File: src/rtl/alu_serial_pkg.sv
// Shared definitions for the slice-serial ALU: op codes, flag layout, FSM state encodings
// and small op-classification helpers.
package alu_serial_pkg;

  localparam logic [2:0] ADD_OP = 3'd0;
  localparam logic [2:0] ADC_OP = 3'd1;
  localparam logic [2:0] SUB_OP = 3'd2;
  localparam logic [2:0] SBC_OP = 3'd3;
  localparam logic [2:0] AND_OP = 3'd4;
  localparam logic [2:0] XOR_OP = 3'd5;
  localparam logic [2:0] OR_OP  = 3'd6;
  localparam logic [2:0] CP_OP  = 3'd7;

  localparam logic [1:0] ST_IDLE = 2'd0;
  localparam logic [1:0] ST_RUN  = 2'd1;
  localparam logic [1:0] ST_DONE = 2'd2;

  // Packs to {Z,N,H,C}, matching the out_flags bit order.
  typedef struct packed {
    logic z;
    logic n;
    logic h;
    logic c;
  } alu_flags_t;

  function automatic logic op_is_sub(input logic [2:0] op);
    return (op == SUB_OP) || (op == SBC_OP) || (op == CP_OP);
  endfunction

  function automatic logic op_is_logic(input logic [2:0] op);
    return (op == AND_OP) || (op == XOR_OP) || (op == OR_OP);
  endfunction

  function automatic logic op_uses_cin(input logic [2:0] op);
    return (op == ADC_OP) || (op == SBC_OP);
  endfunction

endpackage

File: src/rtl/alu_serial_slice.sv
// One SLICE_W-bit slice of the serial ALU: purely combinational, carry/borrow in and out.
// Add-class ops always consume in_C; the top zeroes it on slice 0 when the op has no carry-in.
module alu_slice
  import alu_serial_pkg::*;
#(
  parameter int SLICE_W = 4
) (
  input  logic [SLICE_W-1:0] in_A,
  input  logic [SLICE_W-1:0] in_B,
  input  logic [2:0]         alu_op,
  input  logic               in_C,
  output logic [SLICE_W-1:0] out,
  output logic               out_Z,
  output logic               out_C
);

  logic [SLICE_W:0] sum_w;
  logic [SLICE_W:0] diff_w;

  assign sum_w  = {1'b0, in_A} + {1'b0, in_B} + {{SLICE_W{1'b0}}, in_C};
  // Bit SLICE_W of the difference is the borrow out (set when A < B + cin).
  assign diff_w = {1'b0, in_A} - {1'b0, in_B} - {{SLICE_W{1'b0}}, in_C};

  always_comb begin
    out   = '0;
    out_C = 1'b0;
    case (alu_op)
      ADD_OP, ADC_OP: begin
        out   = sum_w[SLICE_W-1:0];
        out_C = sum_w[SLICE_W];
      end
      SUB_OP, SBC_OP, CP_OP: begin
        out   = diff_w[SLICE_W-1:0];
        out_C = diff_w[SLICE_W];
      end
      AND_OP:  out = in_A & in_B;
      XOR_OP:  out = in_A ^ in_B;
      OR_OP:   out = in_A | in_B;
      default: out = '0;
    endcase
  end

  assign out_Z = ~|out;

endmodule

File: src/rtl/alu_serial.sv
// Slice-serial ALU: DATA_W operands processed SLICE_W bits per clock, LSB slice first, with a
// start/done handshake and {Z,N,H,C} flags. Define ALU_SERIAL_HFLAG_EN for a bit-3 half-carry.
module alu_serial
  import alu_serial_pkg::*;
#(
  parameter int DATA_W  = 8,
  parameter int SLICE_W = 4
) (
  input  logic              clock,
  input  logic              reset_n,
  input  logic              start,
  input  logic [DATA_W-1:0] in_A,
  input  logic [DATA_W-1:0] in_B,
  input  logic [2:0]        alu_op,
  input  logic              in_C,
  output logic              busy,
  output logic              done,
  output logic [DATA_W-1:0] out,
  output logic [3:0]        out_flags
);

  localparam int NUM_SLICES = DATA_W / SLICE_W;
  localparam int CNT_W      = (NUM_SLICES > 1) ? $clog2(NUM_SLICES) : 1;
  localparam logic [CNT_W-1:0] LAST_SLICE = CNT_W'(NUM_SLICES - 1);

  logic [1:0]        state_q, state_d;
  logic [CNT_W-1:0]  cnt_q, cnt_d;
  logic [DATA_W-1:0] a_q, a_d;
  logic [DATA_W-1:0] b_q, b_d;
  logic [DATA_W-1:0] res_q, res_d;
  logic [DATA_W-1:0] out_q, out_d;
  logic [2:0]        op_q, op_d;
  logic              carry_q, carry_d;
  logic              zacc_q, zacc_d;
  alu_flags_t        flags_q, flags_d;

  logic [SLICE_W-1:0] a_slice [NUM_SLICES];
  logic [SLICE_W-1:0] b_slice [NUM_SLICES];
  logic [SLICE_W-1:0] cur_a, cur_b, slice_res;
  logic               slice_z, slice_c, h_flag, last_slice;

  for (genvar gi = 0; gi < NUM_SLICES; gi++) begin : g_split
    assign a_slice[gi] = a_q[gi*SLICE_W +: SLICE_W];
    assign b_slice[gi] = b_q[gi*SLICE_W +: SLICE_W];
  end

  always_comb begin : slice_mux
    cur_a = '0;
    cur_b = '0;
    for (int i = 0; i < NUM_SLICES; i++) begin
      if (cnt_q == CNT_W'(i)) begin
        cur_a = a_slice[i];
        cur_b = b_slice[i];
      end
    end
  end

  alu_slice #(
    .SLICE_W(SLICE_W)
  ) u_slice (
    .in_A  (cur_a),
    .in_B  (cur_b),
    .alu_op(op_q),
    .in_C  (carry_q),
    .out   (slice_res),
    .out_Z (slice_z),
    .out_C (slice_c)
  );

  assign last_slice = (cnt_q == LAST_SLICE);

  // Each RUN cycle deposits the current slice result into its own field of res.
  always_comb begin : res_insert
    res_d = res_q;
    if (state_q == ST_RUN) begin
      for (int i = 0; i < NUM_SLICES; i++) begin
        if (cnt_q == CNT_W'(i)) begin
          res_d[i*SLICE_W +: SLICE_W] = slice_res;
        end
      end
    end
  end

`ifdef ALU_SERIAL_HFLAG_EN
  localparam logic [CNT_W-1:0] H_SLICE = CNT_W'(4 / SLICE_W - 1);

  logic half_q, half_d;

  // Carry/borrow leaving the slice that ends at bit 3 is the half-carry.
  assign half_d = (state_q == ST_RUN && cnt_q == H_SLICE) ? slice_c : half_q;

  always_ff @(posedge clock or negedge reset_n) begin
    if (!reset_n) begin
      half_q <= 1'b0;
    end else begin
      half_q <= half_d;
    end
  end

  assign h_flag = op_is_logic(op_q) ? (op_q == AND_OP) : half_d;
`else
  assign h_flag = (op_q == AND_OP);
`endif

  always_comb begin : fsm_next
    state_d = state_q;
    cnt_d   = cnt_q;
    a_d     = a_q;
    b_d     = b_q;
    op_d    = op_q;
    carry_d = carry_q;
    zacc_d  = zacc_q;
    out_d   = out_q;
    flags_d = flags_q;
    case (state_q)
      ST_IDLE: begin
        if (start) begin
          state_d = ST_RUN;
          cnt_d   = '0;
          a_d     = in_A;
          b_d     = in_B;
          op_d    = alu_op;
          carry_d = op_uses_cin(alu_op) & in_C;
          zacc_d  = 1'b1;
        end
      end
      ST_RUN: begin
        carry_d = slice_c;
        zacc_d  = zacc_q & slice_z;
        if (last_slice) begin
          state_d   = ST_DONE;
          cnt_d     = '0;
          // cp reports flags only; the visible result stays the captured A.
          out_d     = (op_q == CP_OP) ? a_q : res_d;
          flags_d.z = zacc_q & slice_z;
          flags_d.n = op_is_sub(op_q);
          flags_d.h = h_flag;
          flags_d.c = op_is_logic(op_q) ? 1'b0 : slice_c;
        end else begin
          cnt_d = cnt_q + CNT_W'(1);
        end
      end
      ST_DONE: state_d = ST_IDLE;
      default: state_d = ST_IDLE;
    endcase
  end

  always_ff @(posedge clock or negedge reset_n) begin
    if (!reset_n) begin
      state_q <= ST_IDLE;
      cnt_q   <= '0;
      a_q     <= '0;
      b_q     <= '0;
      res_q   <= '0;
      out_q   <= '0;
      op_q    <= ADD_OP;
      carry_q <= 1'b0;
      zacc_q  <= 1'b0;
      flags_q <= '0;
    end else begin
      state_q <= state_d;
      cnt_q   <= cnt_d;
      a_q     <= a_d;
      b_q     <= b_d;
      res_q   <= res_d;
      out_q   <= out_d;
      op_q    <= op_d;
      carry_q <= carry_d;
      zacc_q  <= zacc_d;
      flags_q <= flags_d;
    end
  end

  assign busy      = (state_q == ST_RUN);
  assign done      = (state_q == ST_DONE);
  assign out       = out_q;
  assign out_flags = flags_q;

endmodule

File: config.mk
export PLATFORM = sky130hd
export DESIGN_NAME = alu_serial
export DESIGN_NICKNAME = d
export VERILOG_FILES = /design/src/rtl/alu_serial_pkg.sv /design/src/rtl/alu_serial_slice.sv /design/src/rtl/alu_serial.sv
export SDC_FILE = /design/constraint.sdc
export NUM_CORES = 1
export LEC_CHECK = 0
export BUFFER_PORTS_ARGS = -buffer_cell sky130_fd_sc_hd__buf_2
export CAP_MARGIN = 30
export CORE_ASPECT_RATIO = 0.9
export CORE_MARGIN = 8
export CORE_UTILIZATION = 47
export DETAILED_ROUTE_END_ITERATION = 7
export PLACE_DENSITY = 0.71
export SYNTH_ARGS = -nofsm -noshare
export SYNTH_HDL_FRONTEND = slang
export SYNTH_SLANG_ARGS = --single-unit
File: constraint.sdc
create_clock -name clock -period 3 [get_ports clock]
set_input_delay 0.15 -clock clock [delete_from_list [all_inputs] [get_ports clock]]
set_output_delay 0.15 -clock clock [all_outputs]
set_load 0.005 [all_outputs]
==> run_results.csv, run 1 <==
group,metric,value,unit
timing,finalHoldViolCount,0,
timing,rsz0062_at_grt,"no",
yosys,ys_warn_count,0,
place,portBuffers,36,
setup_path,critPathCaptureType,"flop",
place,place.gp.congestion,0.8329,
min_path,min_path_type,"input port to flop",
setup_path,timing.rr.end,"zacc_q",
clock_tree,htreeDepth,2,
place,hpwlAfterDp,3534,um
min_path,whs_path_depth,3,
drt,wl_per_cell,15.00,um
yosys,syn_area,0.002253,mm2
setup_path,crit_buf_inv,2,
die,fp.coreArea,0.004745,mm2
timing,setup-tns-final,0,ns
yosys,ys_ff_latch,40,
yosys,synthFlopType,"dfrtp_1",
global_routing,grt-ovfl-total,0,
timing,fmax,0.3650,GHz
die,die_height,81.69,um
setup_path,cpPeakStageDelay,0.49,ns
yosys,synth_cells,209,
die,die_w,88.99,um
yosys,avgSynthCellArea,10.78,um2
flow_run,drv_cap,0,
global_routing,antenna_found_initial,0,
timing,worst_pin_slew,0.8835,ns
drt,drt-total-wl,4680,um
yosys,synth.distinct_cells,44,
status,status,"completed",
global_routing,grt_pass1_vias,1607,
min_path,whs_endpoint,"op_q[0]",
setup_path,start_kind,"flop",
timing,hold_ws,0.06814,ns
clock_tree,hold_buffers,1,
place,dp_slack,0.2392,ns
layout,drive_gt1_share,30.77,%
setup_path,crit_slowest_cell,"fa_1",
drt,vias,1625,
yosys,synth-edff-count,0,
drt,drt-initial-drc-count,118,
setup_path,r2r_slack,0.26,ns
global_routing,grt_max_degree,41,
clock_tree,numCtsBuffers,5,
drt,first_pass_iters,4,
clock_tree,ctsResizeCount,0,
die,ios,37,
setup_path,path_cells,"buf_4, mux2i_1, inv_1, fa_1, nor4b_1, a31oi_1, o2111a_2, and4_4, a221o_1",
timing,drv_slew,0,
timing,fin_ws,0.2606,ns
global_routing,grtUsageTotal,14.04,%
timing,setup_viol,0,
power_and_ir_drop,peakVddDrop,770.5,uV
die,die_area,0.007269,mm2
clock_tree,cts.path.max_buffers,2,
layout,fin_util,55.41,%
setup_path,critPathArrivalTime,2.93,ns
clock_tree,post_cts_buffers,0,
timing,timing.final.crit_share,91.31,%
layout,antenna_cells,0,
die,floorplan.initialDensity,47.49,%
clock_tree,root_buffer,"clkbuf_8",
clock_tree,clk_pin_slew_worst_paths,0.08,ns
global_routing,grt_pass1_wl,7762,um
yosys,synth_top_area_share,44.42,%
layout,fin_nets,285,
timing,slew_headroom,41.10,%
clock_tree,clock_sinks,40,
yosys,synthTopCellsByArea,"dfrtp_1 44%, mux2_2 10%, ha_1 6.7%",
timing,finalCriticalPeriod,2.739,ns
power_and_ir_drop,p_leak,1.295,nW
setup_path,worstPathMaxFanout,5,
setup_path,criticalPathCategory,"flop to flop",
clock_tree,clkLatencyLatePin,0.30,ns
die,placementRows,24,
yosys,synthesis.nets,248,
drt,antenna_left,0,
drt,vias_per_cell,5.208,
power_and_ir_drop,powerDensity,1353,mW/mm2
clock_tree,cts_tree,"yes",
min_path,holdCritStartpoint,"alu_op[0]",
yosys,synth_area_leader_cell,"dfrtp_1",
yosys,synthArstFlopShare,100.0,%
setup_path,rr_worst_depth,9,
layout,synthToLayoutAreaGrowth,16.66,%
drt,drcViolationCount,0,
setup_path,critical-path-top-delay-family,"compound AO/OA/AOI/OAI gates",
setup_path,r2r_start,"cnt_q",
setup_path,required,3.19,ns
yosys,synth-seq-area-share,44.42,%
timing,skew,0.009741,ns
-- cells in the mapped netlist (2+ instances only) --
| library cell | n |
|---|---|
| a211oi_1 | 4 |
| fa_1 | 4 |
| clkbuf_1 | 5 |
| a21oi_1 | 4 |
| buf_2 | 4 |
| nand2_1 | 19 |
| ha_1 | 12 |
| mux2i_1 | 13 |
| mux2_2 | 20 |
| o21ai_0 | 17 |
| nor2_1 | 10 |
| inv_1 | 16 |
| nand2b_1 | 5 |
| o31ai_1 | 2 |
| or2_2 | 2 |
| dfrtp_1 | 40 |
| xnor2_1 | 2 |
| a21o_1 | 3 |
| a31oi_1 | 2 |
-- kinds of logic (layout without fill, tap and decap cells) --
kind of cell	after synthesis	count (layout)	share of synthesized area, %
simple gates	48	48	11.11
xor+xnor	3	3	1.166
fa+ha+maj	16	16	10.22
flops	40	40	44.42
mux	33	33	15.77
buf+inv	27	65	5.053
compound gates	42	42	12.27
-- placed cells by master, fill, tap and decap left out, types with 2 or more instances in the layout --
master / count
nand2_1: 19
buf_4: 4
ha_1: 12
o21ai_0: 17
a21oi_1: 4
clkbuf_8: 6
a31oi_1: 2
inv_1: 16
fa_1: 4
mux2i_1: 13
xnor2_1: 2
buf_2: 36
or2_2: 2
nand2b_1: 5
mux2_2: 20
a21o_1: 3
o31ai_1: 2
nor2_1: 10
a211oi_1: 4
dfrtp_1: 40
-- through the flow --
step / std cells / instance area, um2 / power (mW)
after global routing: 312 / 2629 / 3.888
after CTS: 312 / 2629 / 3.585
final: 312 / 2629 / 3.558
after floorplan: 209 / 2253 / 2.561
after detailed placement: 303 / 2497 / 3.098
after global placement: 303 / 2497 / 3.064
-- registers in the layout, indices dropped and copies added (netlist names) --
register   count
op_q           3
a_q            8
cnt_q          1
zacc_q         1
b_q            8
out_flags      4
res_q          4
carry_q        1
out            8
state_q        2
-- per-layer routing --
layer  wire length (um)  global-route usage, %
met5                  0                      0
met4                 44                  4.478
met3                370                  4.800
met2               2041                  20.95
met1               2223                  18.72
-- worst register-to-register path, delay by kind of cell, from the launching register on --
| family | cells | cell delay (ns) |
|---|---|---|
| adder cells (fa/ha/maj) | 1 | 0.49 |
| buffers and inverters | 2 | 0.36 |
| multiplexers | 1 | 0.31 |
| AND/OR/NAND/NOR | 2 | 0.50 |
| AO/OA/AOI/OAI | 3 | 0.58 |
| flip-flops | 1 | 0.42 |
-- power breakdown --
group          internal (mW)  switching [mW]
sequential             0.798           0.249
clock                  0.272           0.197
combinational          0.975            1.07
-- final cells by class --
class	instances	area (um2)
Clock buffer	6	82.58
Timing Repair Buffer	41	220.2
Multi-Input combinational cell	142	1145
Tap cell	65	81.33
Inverter	16	60.06
Sequential cell	40	1001
Fill cell	444	2116
Clock inverter	2	38.79
-- how the worst max path moves through the flow --
stage | from | end | slack (ns) | depth (start not counted)
detailed placement | cnt_q | zacc_q | 0.24 | 8
finish | cnt_q | zacc_q | 0.26 | 9
CTS | cnt_q | zacc_q | 0.23 | 8
floorplan | cnt_q | zacc_q | 0.20 | 10
global route | cnt_q | zacc_q | 0.05 | 9
global placement | cnt_q | zacc_q | 0.33 | 8
No activity file was read; power rests on OpenSTA's default activity.
==> run 2, diff against run 1 <==
PLACE_DENSITY = unset   (was 0.71)
PLACE_DENSITY_LB_ADDON = 0.12   (was unset)
clock period = 2.25 ns   (was 3 ns; I/O delays follow)
==> run 2 against run 1 <==
  * The run now ends with setup timing left
  * Cell area is 15% higher
  * Hold slack worse by 0.019 ns
  * Via count up 11%
  * Critical endpoint unchanged
  * First-iteration DRC count decreased by 2.5%
==> run_results.csv, run 2 (synthesized netlist as in run 1, its figures left out) <==
group,metric,value,unit
status,status,"finished, violations left",
status,violations,"setup timing",
clock_tree,cts.path.max_buffers,2,
timing,worst_pin_slew,0.7299,ns
layout,drive_gt1_share,47.87,%
global_routing,grt-ovfl-total,0,
drt,drt-total-wl,5679,um
setup_path,startpoint,"cnt_q",
drt,vias_per_cell,5.196,
timing,skew,0.006587,ns
timing,fmax,0.3899,GHz
clock_tree,cts_tree,"yes",
timing,finalHoldViolCount,0,
die,die_height,81.69,um
setup_path,rr_worst_depth,10,
die,floorplan.initialDensity,47.49,%
global_routing,grt_pass1_vias,1928,
setup_path,timing.rr.end,"zacc_q",
layout,mostFrequentLayoutCells,"40 x dfrtp_1, 36 x buf_2, 35 x buf_4",
layout,fin_util,63.74,%
die,placementRows,24,
timing,hold_ws,0.04960,ns
min_path,min_path_type,"input port to flop",
global_routing,grtUsageTotal,17.14,%
clock_tree,root_buffer,"clkbuf_8",
timing,drv_slew,0,
drt,wl_per_cell,16.37,um
timing,timing.final.crit_share,114.0,%
setup_path,required,2.43,ns
setup_path,start_kind,"flop",
clock_tree,clk_pin_slew_worst_paths,0.08,ns
timing,setup_viol,12,
global_routing,grt_pass1_wl,9356,um
drt,antenna_left,0,
setup_path,r2r_slack,-0.31,ns
timing,slew_headroom,51.34,%
clock_tree,numCtsBuffers,5,
drt,first_pass_iters,4,
setup_path,cp-endpoint,"zacc_q",
die,die_area,0.007269,mm2
die,ios,37,
clock_tree,clkLatencyLatePin,0.29,ns
layout,regArea,0.001001,mm2
drt,vias,1803,
die,fp.coreArea,0.004745,mm2
clock_tree,clock_sinks,40,
drt,drt-initial-drc-count,115,
layout,final_common_cell,"dfrtp_1",
timing,rsz0062_at_grt,"yes",
global_routing,antenna_found_initial,0,
flow_run,drv_cap,0,
place,portBuffers,36,
layout,multi_input_area,0.001267,mm2
drt,drcViolationCount,0,
place,place.gp.congestion,0.8571,
layout,fin_nets,320,
die,die_w,88.99,um
timing,fin_ws,-0.3150,ns
layout,antenna_cells,0,
global_routing,grt_max_degree,32,
layout,n_fill_cell,438,
timing,finalCriticalPeriod,2.565,ns
layout,synthToLayoutAreaGrowth,34.20,%
setup_path,critPathArrivalTime,2.74,ns
setup_path,r2r_start,"cnt_q",
place,hpwlAfterDp,4195,um
setup_path,criticalPathCategory,"flop to flop",
clock_tree,htreeDepth,2,
setup_path,worstPathMaxFanout,4,
setup_path,critPathCaptureType,"flop",
==> run 2: how the worst min path moves through the flow <==
stage | start | slack (ns) | cells after the start | end
3_5_place_dp | reset_n | 0.21 | 1 | op_q[1]
2_1_floorplan | reset_n | -0.18 | 0 | a_q[0]
3_3_place_gp | reset_n | 0.21 | 1 | op_q[1]
6_report | in_A[5] | 0.05 | 2 | a_q[5]
4_1_cts | in_A[3] | 0.04 | 2 | a_q[3]
5_1_grt | in_B[4] | 0.03 | 2 | b_q[4]
==> run 2: per-layer routing <==
layer,vias to the layer above,global-route usage (%),wire (um)
met4,0,5.970,58
met5,-,0,0
met1,881,23.12,2713
met2,45,26.57,2586
li1,870,-,-
met3,7,3.800,322
==> run 2: layout make-up <==
class	instances	share of cell area (%)
timing repair buffer	76	16.76
inverter	16	1.986
sequential	40	33.10
clock buffer	6	2.400
clock inverter	2	1.158
multi-input combinational	142	41.91
tap	65	2.689
==> run 2: critical path, cell delays in order, from the launching register on <==
cell,delay [ns]
dfrtp_1,0.39
buf_6,0.14
mux2i_4,0.27
inv_2,0.07
fa_2,0.37
inv_2,0.08
ha_4,0.19
a211oi_2,0.19
xor2_1,0.10
o221a_2,0.31
a221o_1,0.33
==> run 2: through the flow <==
| stage | area (um2) | std cells | worst slack [ns] | TNS [ns] |
|---|---|---|---|---|
| floorplan | 2306 | 209 | -0.2266 | -0.6560 |
| global placement | 2760 | 331 | -0.2965 | -1.482 |
| detailed placement | 2760 | 331 | -0.3472 | -1.877 |
| CTS | 2969 | 345 | -0.2751 | -1.928 |
| global route | 3024 | 347 | -0.3951 | -3.141 |
| finish | 3024 | 347 | -0.3150 | -2.230 |
==> run 2: repair_timing <==
| action | 4_1_cts | 5_1_grt |
|---|---|---|
| hold endpoints to repair | 29 | 0 |
| hold buffers | 1 | 0 |
| resized for setup | 16 | 9 |
| setup buffers | 6 | 2 |
| setup endpoints to repair | 10 | 11 |
| pin swaps | 8 | 7 |
Power of run 2 is left out: the tool's default activity adds up to more than one toggle a clock period on the data nets, which glitch-free logic cannot reach.
==> run 3, diff against run 2 <==
ABC_AREA = 1   (was unset)
==> run 3 against run 2 <==
  * Hold slack worse by 0.039 ns
  * Largest cell class unchanged
  * Cell area up 7.2%
  * Area after synthesis increased by 11%
  * Fmax rose by 3.9%
  * Synthesized cell count grew 52%
  * First-iteration DRC count increased by 10%
  * Highest routed layer unchanged
  * The run still ends with setup timing left
==> run_results.csv, run 3 <==
group,metric,value,unit
setup_path,critPathArrivalTime,2.65,ns
min_path,holdCritStartpoint,"in_A[3]",
setup_path,crit_buf_inv,2,
place,placed_area,0.002927,mm2
layout,fin_util,62.41,%
clock_tree,cts_tree,"yes",
flow_run,drv_cap,0,
yosys,yosys.cell_count.top_type,"nand2_1",
status,violations,"setup timing",
layout,fin_area,0.003241,mm2
clock_tree,clk_pin_slew_worst_paths,0.08,ns
global_routing,grt-ovfl-total,0,
layout,n_fill_cell,497,
global_routing,grt_max_degree,27,
layout,final_common_cell,"nand2_1",
yosys,synth_top_area_share,43.93,%
yosys,synth-seq-area-share,43.93,%
min_path,min_path_type,"input port to flop",
die,die_area,0.007928,mm2
clock_tree,clkLatencyLatePin,0.29,ns
clock_tree,root_buffer,"clkbuf_8",
setup_path,required,2.44,ns
setup_path,critPathCaptureType,"flop",
timing,setup_viol,12,
yosys,synth_cells,318,
setup_path,r2r_start,"cnt_q",
drt,wl_per_cell,13.91,um
place,portBuffers,36,
timing,finalHoldViolCount,0,
yosys,syn_area,0.002506,mm2
drt,drt-total-wl,6286,um
drt,vias,2169,
layout,drive_gt1_share,32.73,%
timing,fin_ws,-0.2192,ns
layout,synthToLayoutAreaGrowth,29.31,%
setup_path,crit_slowest_cell,"fa_1",
clock_tree,numCtsBuffers,5,
place,hpwlAfterDp,4705,um
die,floorplan.initialDensity,48.27,%
setup_path,worstPathMaxFanout,3,
global_routing,grt_pass1_vias,2241,
timing,drv_slew,0,
setup_path,path_cells,"inv_2, or2_4, o21ai_4, inv_2, fa_2, fa_1, nand2_1, nand2_1, o21ai_2, o21ai_2, o21ai_2, o21ai_1, nand2_1",
setup_path,start_kind,"flop",
global_routing,grt_pass1_wl,10830,um
drt,antenna_left,0,
timing,fmax,0.4050,GHz
global_routing,antenna_found_initial,0,
die,ios,37,
place,dp_slack,-0.2440,ns
yosys,ys_ff_latch,44,
yosys,synthFlopType,"dfrtp_1",
yosys,synthArstFlopShare,100.0,%
layout,mostFrequentLayoutCells,"108 x nand2_1, 44 x dfrtp_1, 36 x buf_2",
yosys,ys_warn_count,0,
clock_tree,htreeDepth,2,
setup_path,startpoint,"cnt_q",
drt,vias_per_cell,4.799,
die,die_height,85.28,um
layout,antenna_cells,0,
setup_path,criticalPathCategory,"flop to flop",
yosys,synthTopCellsByCount,"109 x nand2_1, 44 x dfrtp_1, 32 x inv_1",
yosys,synth.distinct_cells,32,
timing,timing.final.crit_share,109.7,%
clock_tree,clock_sinks,44,
drt,drt-initial-drc-count,127,
yosys,synth-edff-count,0,
setup_path,cpPeakStageDelay,0.49,ns
global_routing,grtUsageTotal,16.89,%
drt,drcViolationCount,0,
layout,fin_nets,423,
place,place.gp.congestion,0.8430,
timing,worst_pin_slew,0.7026,ns
status,status,"finished, violations left",
yosys,synth_area_leader_cell,"dfrtp_1",
clock_tree,cts.path.max_buffers,2,
timing,slew_headroom,53.11,%
yosys,avgSynthCellArea,7.881,um2
yosys,synthTopCellsByArea,"dfrtp_1 44%, nand2_1 16%, ha_1 6.0%",
die,die_w,92.97,um
timing,rsz0062_at_grt,"yes",
drt,first_pass_iters,4,
die,placementRows,25,
die,fp.coreArea,0.005192,mm2
setup_path,critical-path-top-delay-family,"adder cells",
timing,skew,0.007653,ns
timing,finalCriticalPeriod,2.469,ns
yosys,synthesis.nets,357,
==> run 3: final cells by class <==
cell class,instances,area (um2),share of cell area (%)
Multi-Input combinational cell,227,1365,42.12
Sequential cell,44,1101,33.98
Timing Repair Buffer,68,440.4,13.59
Inverter,38,142.6,4.402
Tap cell,67,83.83,2.587
Clock buffer,6,72.57,2.239
Clock inverter,2,35.03,1.081
==> run 3: cells by family (layout without fill, tap and decap cells) <==
family	count (synthesis)	count (layout)	share of synthesized area, %
xor gates and xnor gates	2	2	0.6991
adders and majority gates	16	16	9.186
AOI/OAI and AO/OA	45	45	10.13
and+or+nand+nor	164	164	28.31
DFF	44	44	43.93
buffers and inverters	47	114	7.738
==> run 3: path summary, 6_finish.rpt <==
kind	end	slack, ns	cells past startpoint
setup / recovery	out[5]	-0.22	13
hold / removal	a_q[3]	0.01	3
setup reg to reg	out[5]	-0.22	13
hold reg to reg	out[6]	0.48	2
max in group asynchronous	cnt_q	1.27	3
min in group asynchronous	out_flags[1]	0.36	2
==> run 3: timing repair <==
action | in CTS | in global routing
setup endpoints to repair | 14 | 14
hold buffers | 2 | 0
gates cloned | 0 | 0
pin swaps | 9 | 13
hold endpoints to repair | 25 | 0
resized for setup | 14 | 22
buffers inserted | 3 | 2
==> run 3: metrics by stage <==
stage	setup TNS [ns]	cells	hold WS, ns
after global routing	-3.257	452	0.007601
after CTS	-1.292	450	0.006417
final	-1.334	452	0.01022
after floorplan	-0.7047	318	-0.1831
after detailed placement	-1.785	437	0.1607
after global placement	-1.307	437	0.1595
==> run 3: worst min-delay path: stages <==
cell and delay [ns]:
buf_2 0.07, nand2_1 0.04, nand2_1 0.05
==> run 3: per-layer routing <==
layer,wire length (um),part of all wire [%],vias up,track usage (%)
met2,2899,46,47,26.37
met5,0,0,-,0
li1,-,-,1127,-
met3,359,5.7,6,4.145
met1,2962,47,989,22.89
met4,64,1.0,0,3.801
Power of run 3 is left out for the same reason.
